`config.mk`:
```
export PLATFORM = sky130hd
export DESIGN_NAME = stack_param_flat
export DESIGN_NICKNAME = d
export VERILOG_FILES = /design/src/rtl/stack_param_if.sv /design/src/rtl/stack_param.sv /design/src/flat_wrapper.sv
export SDC_FILE = /design/constraint.sdc
export NUM_CORES = 1
export LEC_CHECK = 0
export ABC_CLOCK_PERIOD_IN_PS = 8150
export CORE_AREA = 2 2 89 57
export CTS_BUF_LIST = sky130_fd_sc_hd__clkbuf_2 sky130_fd_sc_hd__clkbuf_4 sky130_fd_sc_hd__clkbuf_8
export CTS_CLUSTER_SIZE = 25
export DETAILED_ROUTE_END_ITERATION = 8
export DIE_AREA = 0 0 91 59
export PLACE_DENSITY = 0.8
export SETUP_SLACK_MARGIN = 0.2
export SKIP_LAST_GASP = 1
export SLEW_MARGIN = 20
export SYNTH_ARGS = -nofsm -noshare
export SYNTH_HDL_FRONTEND = slang
export SYNTH_SLANG_ARGS = --single-unit
export TNS_END_PERCENT = 10
```
`constraint.sdc`:
```
create_clock -name CLK -period 8.15 [get_ports CLK]
set_input_delay 2.445 -clock CLK [delete_from_list [all_inputs] [get_ports CLK]]
set_output_delay 2.445 -clock CLK [all_outputs]
set_load 0.02 [all_outputs]
```
`src/rtl/stack_param_if.sv`:
```
// Command/response bundle for stack_param: the bus master issues commands and the stack returns data and status.
interface stack_param_if #(
   parameter int WIDTH = 4,
   parameter int DEPTH = 5
);
   localparam int IDX_W = $clog2(DEPTH);

   logic [1:0]       COMMAND;
   logic [IDX_W-1:0] INDEX;
   logic [WIDTH-1:0] I_DATA;
   logic [WIDTH-1:0] O_DATA;
   logic             O_VALID;
   logic [IDX_W:0]   COUNT;
   logic             FULL;
   logic             EMPTY;
   logic             ERROR;

   modport master (
      output COMMAND, INDEX, I_DATA,
      input  O_DATA, O_VALID, COUNT, FULL, EMPTY, ERROR
   );

   modport slave (
      input  COMMAND, INDEX, I_DATA,
      output O_DATA, O_VALID, COUNT, FULL, EMPTY, ERROR
   );
endinterface

```
`src/rtl/stack_param.sv`:
```
// Parametrised LIFO stack on a DEPTH-entry ring with registered outputs, occupancy and error reporting.
// Define STACK_FULL_GUARD_EN to reject pushes while full instead of overwriting the oldest entry.
module stack_param #(
   parameter int WIDTH = 4,
   parameter int DEPTH = 5
) (
   input  logic         CLK,
   input  logic         RESET,
   stack_param_if.slave bus
);
   localparam int IDX_W = $clog2(DEPTH);
   localparam int SUM_W = IDX_W + 2;

   localparam logic [IDX_W-1:0] PTR_ZERO  = IDX_W'(0);
   localparam logic [IDX_W-1:0] PTR_ONE   = IDX_W'(1);
   localparam logic [IDX_W-1:0] PTR_LAST  = IDX_W'(DEPTH - 1);
   localparam logic [IDX_W:0]   CNT_ZERO  = (IDX_W + 1)'(0);
   localparam logic [IDX_W:0]   CNT_ONE   = (IDX_W + 1)'(1);
   localparam logic [IDX_W:0]   CNT_DEPTH = (IDX_W + 1)'(DEPTH);
   localparam logic [SUM_W-1:0] SUM_DEPTH = SUM_W'(DEPTH);
   localparam logic [SUM_W-1:0] SUM_LAST  = SUM_W'(DEPTH - 1);

   typedef enum logic [1:0] {
      CMD_NOP  = 2'd0,
      CMD_PUSH = 2'd1,
      CMD_POP  = 2'd2,
      CMD_GET  = 2'd3
   } cmd_e;

   logic [WIDTH-1:0] mem_q [DEPTH];
   logic [IDX_W-1:0] top_q, top_d;
   logic [IDX_W:0]   count_q, count_d;
   logic [WIDTH-1:0] data_q, data_d;
   logic             valid_q, valid_d;
   logic             error_q, error_d;
   logic             full_q, full_d;
   logic             empty_q, empty_d;
   logic             mem_we_s;
   logic             full_s;
   logic [IDX_W-1:0] rd_depth_s;
   logic [IDX_W-1:0] rd_addr_s;
   cmd_e             cmd_s;

   function automatic logic [IDX_W-1:0] ptr_inc(input logic [IDX_W-1:0] p);
      if (p == PTR_LAST) begin
         return PTR_ZERO;
      end else begin
         return p + PTR_ONE;
      end
   endfunction

   function automatic logic [IDX_W-1:0] ptr_dec(input logic [IDX_W-1:0] p);
      if (p == PTR_ZERO) begin
         return PTR_LAST;
      end else begin
         return p - PTR_ONE;
      end
   endfunction

   // Slot holding the entry 'depth' below the top: (top - 1 - depth) mod DEPTH.
   // Only meaningful for depth < COUNT; anything else is folded to slot 0.
   function automatic logic [IDX_W-1:0] slot_below_top(input logic [IDX_W-1:0] top,
                                                       input logic [IDX_W-1:0] depth);
      logic [SUM_W-1:0] sum;
      logic [SUM_W-1:0] wrapped;
      sum = {2'b00, top} + SUM_LAST - {2'b00, depth};
      if (sum >= SUM_DEPTH) begin
         wrapped = sum - SUM_DEPTH;
      end else begin
         wrapped = sum;
      end
      if (wrapped < SUM_DEPTH) begin
         return wrapped[IDX_W-1:0];
      end else begin
         return PTR_ZERO;
      end
   endfunction

   assign cmd_s      = cmd_e'(bus.COMMAND);
   assign full_s     = (count_q == CNT_DEPTH);
   assign rd_depth_s = (cmd_s == CMD_GET) ? bus.INDEX : PTR_ZERO;
   assign rd_addr_s  = slot_below_top(top_q, rd_depth_s);

   // Command decode: next pointer, occupancy, read data and status strobes.
   always_comb begin
      top_d    = top_q;
      count_d  = count_q;
      data_d   = data_q;
      valid_d  = 1'b0;
      error_d  = 1'b0;
      mem_we_s = 1'b0;
      case (cmd_s)
         CMD_NOP: begin
            valid_d = 1'b0;
         end
         CMD_PUSH: begin
`ifdef STACK_FULL_GUARD_EN
            if (full_s) begin
               error_d = 1'b1;
            end else begin
               mem_we_s = 1'b1;
               top_d    = ptr_inc(top_q);
               count_d  = count_q + CNT_ONE;
            end
`else
            mem_we_s = 1'b1;
            top_d    = ptr_inc(top_q);
            if (full_s) begin
               count_d = count_q;
            end else begin
               count_d = count_q + CNT_ONE;
            end
`endif
         end
         CMD_POP: begin
            if (count_q != CNT_ZERO) begin
               data_d  = mem_q[rd_addr_s];
               top_d   = ptr_dec(top_q);
               count_d = count_q - CNT_ONE;
               valid_d = 1'b1;
            end else begin
               error_d = 1'b1;
            end
         end
         CMD_GET: begin
            if ({1'b0, bus.INDEX} < count_q) begin
               data_d  = mem_q[rd_addr_s];
               valid_d = 1'b1;
            end else begin
               error_d = 1'b1;
            end
         end
         default: begin
            error_d = 1'b0;
         end
      endcase
      full_d  = (count_d == CNT_DEPTH);
      empty_d = (count_d == CNT_ZERO);
   end

   // Control and output registers; RESET discards the command of the same cycle.
   always_ff @(posedge CLK) begin
      if (RESET) begin
         top_q   <= PTR_ZERO;
         count_q <= CNT_ZERO;
         data_q  <= {WIDTH{1'b0}};
         valid_q <= 1'b0;
         error_q <= 1'b0;
         full_q  <= 1'b0;
         empty_q <= 1'b1;
      end else begin
         top_q   <= top_d;
         count_q <= count_d;
         data_q  <= data_d;
         valid_q <= valid_d;
         error_q <= error_d;
         full_q  <= full_d;
         empty_q <= empty_d;
      end
   end

   // Storage ring; contents survive reset but are unreachable while empty.
   always_ff @(posedge CLK) begin
      if (!RESET && mem_we_s) begin
         mem_q[top_q] <= bus.I_DATA;
      end
   end

   assign bus.O_DATA  = data_q;
   assign bus.O_VALID = valid_q;
   assign bus.ERROR   = error_q;
   assign bus.COUNT   = count_q;
   assign bus.FULL    = full_q;
   assign bus.EMPTY   = empty_q;
endmodule

```
`src/flat_wrapper.sv`:
```
// flat-port wrapper written by rule: the top's interface ports become plain ports
module stack_param_flat 
#(
   parameter int WIDTH = 4,
   parameter int DEPTH = 5
)
  (CLK, RESET, bus_COMMAND, bus_INDEX, bus_I_DATA, bus_O_DATA, bus_O_VALID, bus_COUNT, bus_FULL, bus_EMPTY, bus_ERROR);
  stack_param_if #(.WIDTH(WIDTH), .DEPTH(DEPTH)) bus_i ();
  input  logic CLK;
  input  logic RESET;
  input wire logic [$bits(bus_i.COMMAND)-1:0] bus_COMMAND;
  input wire logic [$bits(bus_i.INDEX)-1:0] bus_INDEX;
  input wire logic [$bits(bus_i.I_DATA)-1:0] bus_I_DATA;
  output wire logic [$bits(bus_i.O_DATA)-1:0] bus_O_DATA;
  output wire logic [$bits(bus_i.O_VALID)-1:0] bus_O_VALID;
  output wire logic [$bits(bus_i.COUNT)-1:0] bus_COUNT;
  output wire logic [$bits(bus_i.FULL)-1:0] bus_FULL;
  output wire logic [$bits(bus_i.EMPTY)-1:0] bus_EMPTY;
  output wire logic [$bits(bus_i.ERROR)-1:0] bus_ERROR;
  assign bus_i.COMMAND = bus_COMMAND;
  assign bus_i.INDEX = bus_INDEX;
  assign bus_i.I_DATA = bus_I_DATA;
  assign bus_O_DATA = bus_i.O_DATA;
  assign bus_O_VALID = bus_i.O_VALID;
  assign bus_COUNT = bus_i.COUNT;
  assign bus_FULL = bus_i.FULL;
  assign bus_EMPTY = bus_i.EMPTY;
  assign bus_ERROR = bus_i.ERROR;
  stack_param #(.WIDTH(WIDTH), .DEPTH(DEPTH)) u_core (.CLK(CLK), .RESET(RESET), .bus(bus_i));
endmodule
```
==> results.md <==
* Post-detail-place hpwl at 4090 microns
* Die Span Y at 59 microns
* Layout Nets at 289
* Reg2reg start: u_core.top_q[0]
* Initial Util at 0.534
* Clock power frac at 0.302
* Max Slew Vio Count at 0
* CTS Buffer Depth at 2
* Slew @ Worst Pin at 866 ps
* DP Cell Count at 315
* M3 GR Usage at 0.0560
* First-pass GRT wire length at 8870 microns
* Clock Sinks at 35
* CTS clock-pin slew for the worst setup and hold paths at 70 ps
* Final GP Congestion at 0.927
* Crit-path slowest cell: fa_1
* Final wirelength at 5540 microns
* Initial DRC Count at 157
* Status: finished clean
* Setup tns final at 0 ps
* Reg power frac at 0.379
* Post-synth top area cell: edfxtp_1
* Synth cell count leaders: inv_1 (23), edfxtp_1 (20), ha_1 (18)
* Unique cell type count in the Yosys netlist at 61
* Drt pass-1 iters at 5
* P_leak at 1.03 nW
* Initial antenna violation count at 0
* GR Util met2 at 0.301
* Drt drc at 0
* Site Rows at 19
* Launch point of the worst path: bus_COMMAND[0]
* Top Ports at 23
* Synth area leaders: edfxtp_1 (25%), dfxtp_1 (13%), ha_1 (9.4%)
* Placed Area at 2630 sq um
* Skew-Pair Late Insertion Delay at 290 ps
* CP startpoint kind: input pin
* IO Port Bufs at 22
* Total power at 0.534 mW
* Clock skew at 7.27 ps
* Switching power at 0.177 mW
* Internal at 0.356 mW
* Worst slew margin at 0.418
* Core area at 4470 sq um
* Gr busiest metal: met1
* Syn_nets at 267
* Share of cells above drive strength 1 at 0.131
* Worst setup margin at 2290 ps
* Diode count at 0
* Wire length per cell at 17.1 microns
* Hold WS at 588 ps
* Crit. End Element: register
* CP Cell Sequence: clkdlybuf4s50_1 -> ha_1 -> and2_1 -> ha_1 -> inv_1 -> fa_1 -> inv_1 -> ha_1 -> nor3b_2 -> o22ai_2 -> o31ai_1 -> nand3b_1 -> a211oi_1 -> a211oi_2
* Setup Buffers After CTS at 0
* Final Critical Period at 5860 ps
* Switching portion of total power at 0.332
* Num CTS Buffers at 5
* Gr usage total at 0.216
* Worst-path fanout max at 7
* Number of global-route vias before repair at 1740
* Crit path top cell by count: ha_1
* Combinational Power Share at 0.319
* Worst Path Buf+Inv at 3
* WS Path Type: input pin to register
* WP data arrival at 6030 ps
* YS warnings at 0
* MaxCap Viol Count at 0
* Worst hold start: u_core.bus.O_DATA[2]
* CTS tree: done
* Met1 usage at 0.335
* R2R Setup Slk at 4910 ps
* CTS Root Cell: clkbuf_8
* Seq cells post-synth at 35
* Setup WS pre-CTS at 2040 ps
* Residual overflow from global routing at 0
* Max stage delay on crit path at 570 ps
* Final std cells w/o fill at 323
* Main synth FF type: edfxtp_1
* EDFF count, synth at 20
* Layout area overhead at 15.2%
* Util after Layout at 0.615
* H-tree Lvls at 2
* CTS Hold Bufs at 0
* Worst Path Required at 8320 ps
* FF-to-FF path depth at 12
* Post-route cell area at 2750 sq um
* Post-DRT Antenna Nets at 0
* Post-synthesis average cell area at 10.1 sq um
* Setup violation total in the final timing report at 0
* Die area at 5370 sq um
* Hold Path Class: register to register
* Yosys top cell area share at 0.252
* Final Cycle Share at 0.719
* Async SR Flop Fraction at 0
* Top delay family on crit path: adder cells
* WHS Path Cells at 2
* Detailed-route via count at 1959
* Largest net degree at the start of global routing at 16
* Die span in x at 91 microns
* Peak VDD IR at 0.000128 V
* P per Cell Area at 194 nW/um^2
* PostCTS Resize Cnt at 0
* RSZ-0062 raised after global routing: false
* Register area share after synthesis at 0.377
* Synthesized area at 2390 sq um
* Fin. Hold Viols at 0
* FMAX at 171 MHz
* Vias per inst at 6.07
* Cell count along the critical path at 14
* Filler cell count at 408
* Most common cell in the synthesized netlist: inv_1
* Post-Syn Instances at 237
state kept, by name, indices dropped and copies added (netlist names):
register / flops
u_core.bus.COUNT: 4
u_core.bus.EMPTY: 1
u_core.bus.ERROR: 1
u_core.bus.FULL: 1
u_core.bus.O_DATA: 4
u_core.bus.O_VALID: 1
u_core.mem_q: 20
u_core.top_q: 3
kinds of logic (layout without fill, tap and decap cells):
logic type	count (synthesis)	count (layout)	share of synthesized area
simple gates	73	73	0.189
compound gates	70	70	0.232
flops	35	35	0.377
buf+inv	31	54	0.0597
fa+ha+maj	19	19	0.103
mux	8	8	0.0351
xor+xnor	1	1	0.00367
path summary, 6_finish.rpt:
path	end
worst max-delay path	u_core.bus.O_DATA[0]
worst max register to register	u_core.bus.O_DATA[2]
worst min-delay path	u_core.bus.O_DATA[2]
worst min register to register	u_core.bus.O_DATA[2]
layout make-up:
cell class / count / area (sq um) / share of cell area
timing repair buffer: 22 / 220 / 0.0801
tap: 63 / 78.8 / 0.0287
multi-input combinational: 171 / 1340 / 0.489
clock inverter: 3 / 47.5 / 0.0173
inverter: 24 / 90.1 / 0.0328
clock buffer: 5 / 68.8 / 0.0250
sequential: 35 / 901 / 0.328
power groups by stage:
| stage | registers (mW) | logic, mW | clock network [mW] |
|---|---|---|---|
| after floorplan | 0.210 | 0.124 | 0 |
| after global placement | 0.205 | 0.163 | 0 |
| after detailed placement | 0.206 | 0.167 | 0 |
| after CTS | 0.202 | 0.168 | 0.164 |
| after global routing | 0.203 | 0.186 | 0.170 |
| final | 0.202 | 0.170 | 0.161 |
layout by cell type (no fill, tap or decap), drive strengths merged, types with 4 or more instances in the layout:
| master | count |
|---|---|
| nand2 | 11 |
| a211oi | 7 |
| edfxtp | 20 |
| o22ai | 4 |
| o21ai | 10 |
| nor2 | 15 |
| mux2i | 5 |
| dfxtp | 15 |
| a21oi | 15 |
| nor3 | 8 |
| inv | 25 |
| nor3b | 5 |
| ha | 18 |
| and2 | 5 |
| clkdlybuf4s50 | 22 |
| nor2b | 5 |
| o221ai | 7 |
| o211ai | 8 |
| clkbuf | 5 |
| nand3b | 4 |
| nand3 | 4 |
worst min-delay path, stage by stage (launching register included):
cell	delay, ps
dfxtp_1	310
o221ai_1	180
a211oi_1	50
routing by layer:
metal	share of wire	up-vias
met5	0	-
met4	0.011	0
met3	0.075	6
met2	0.40	75
met1	0.51	934
li1	-	944
No activity file was read; power rests on OpenSTA's default activity.
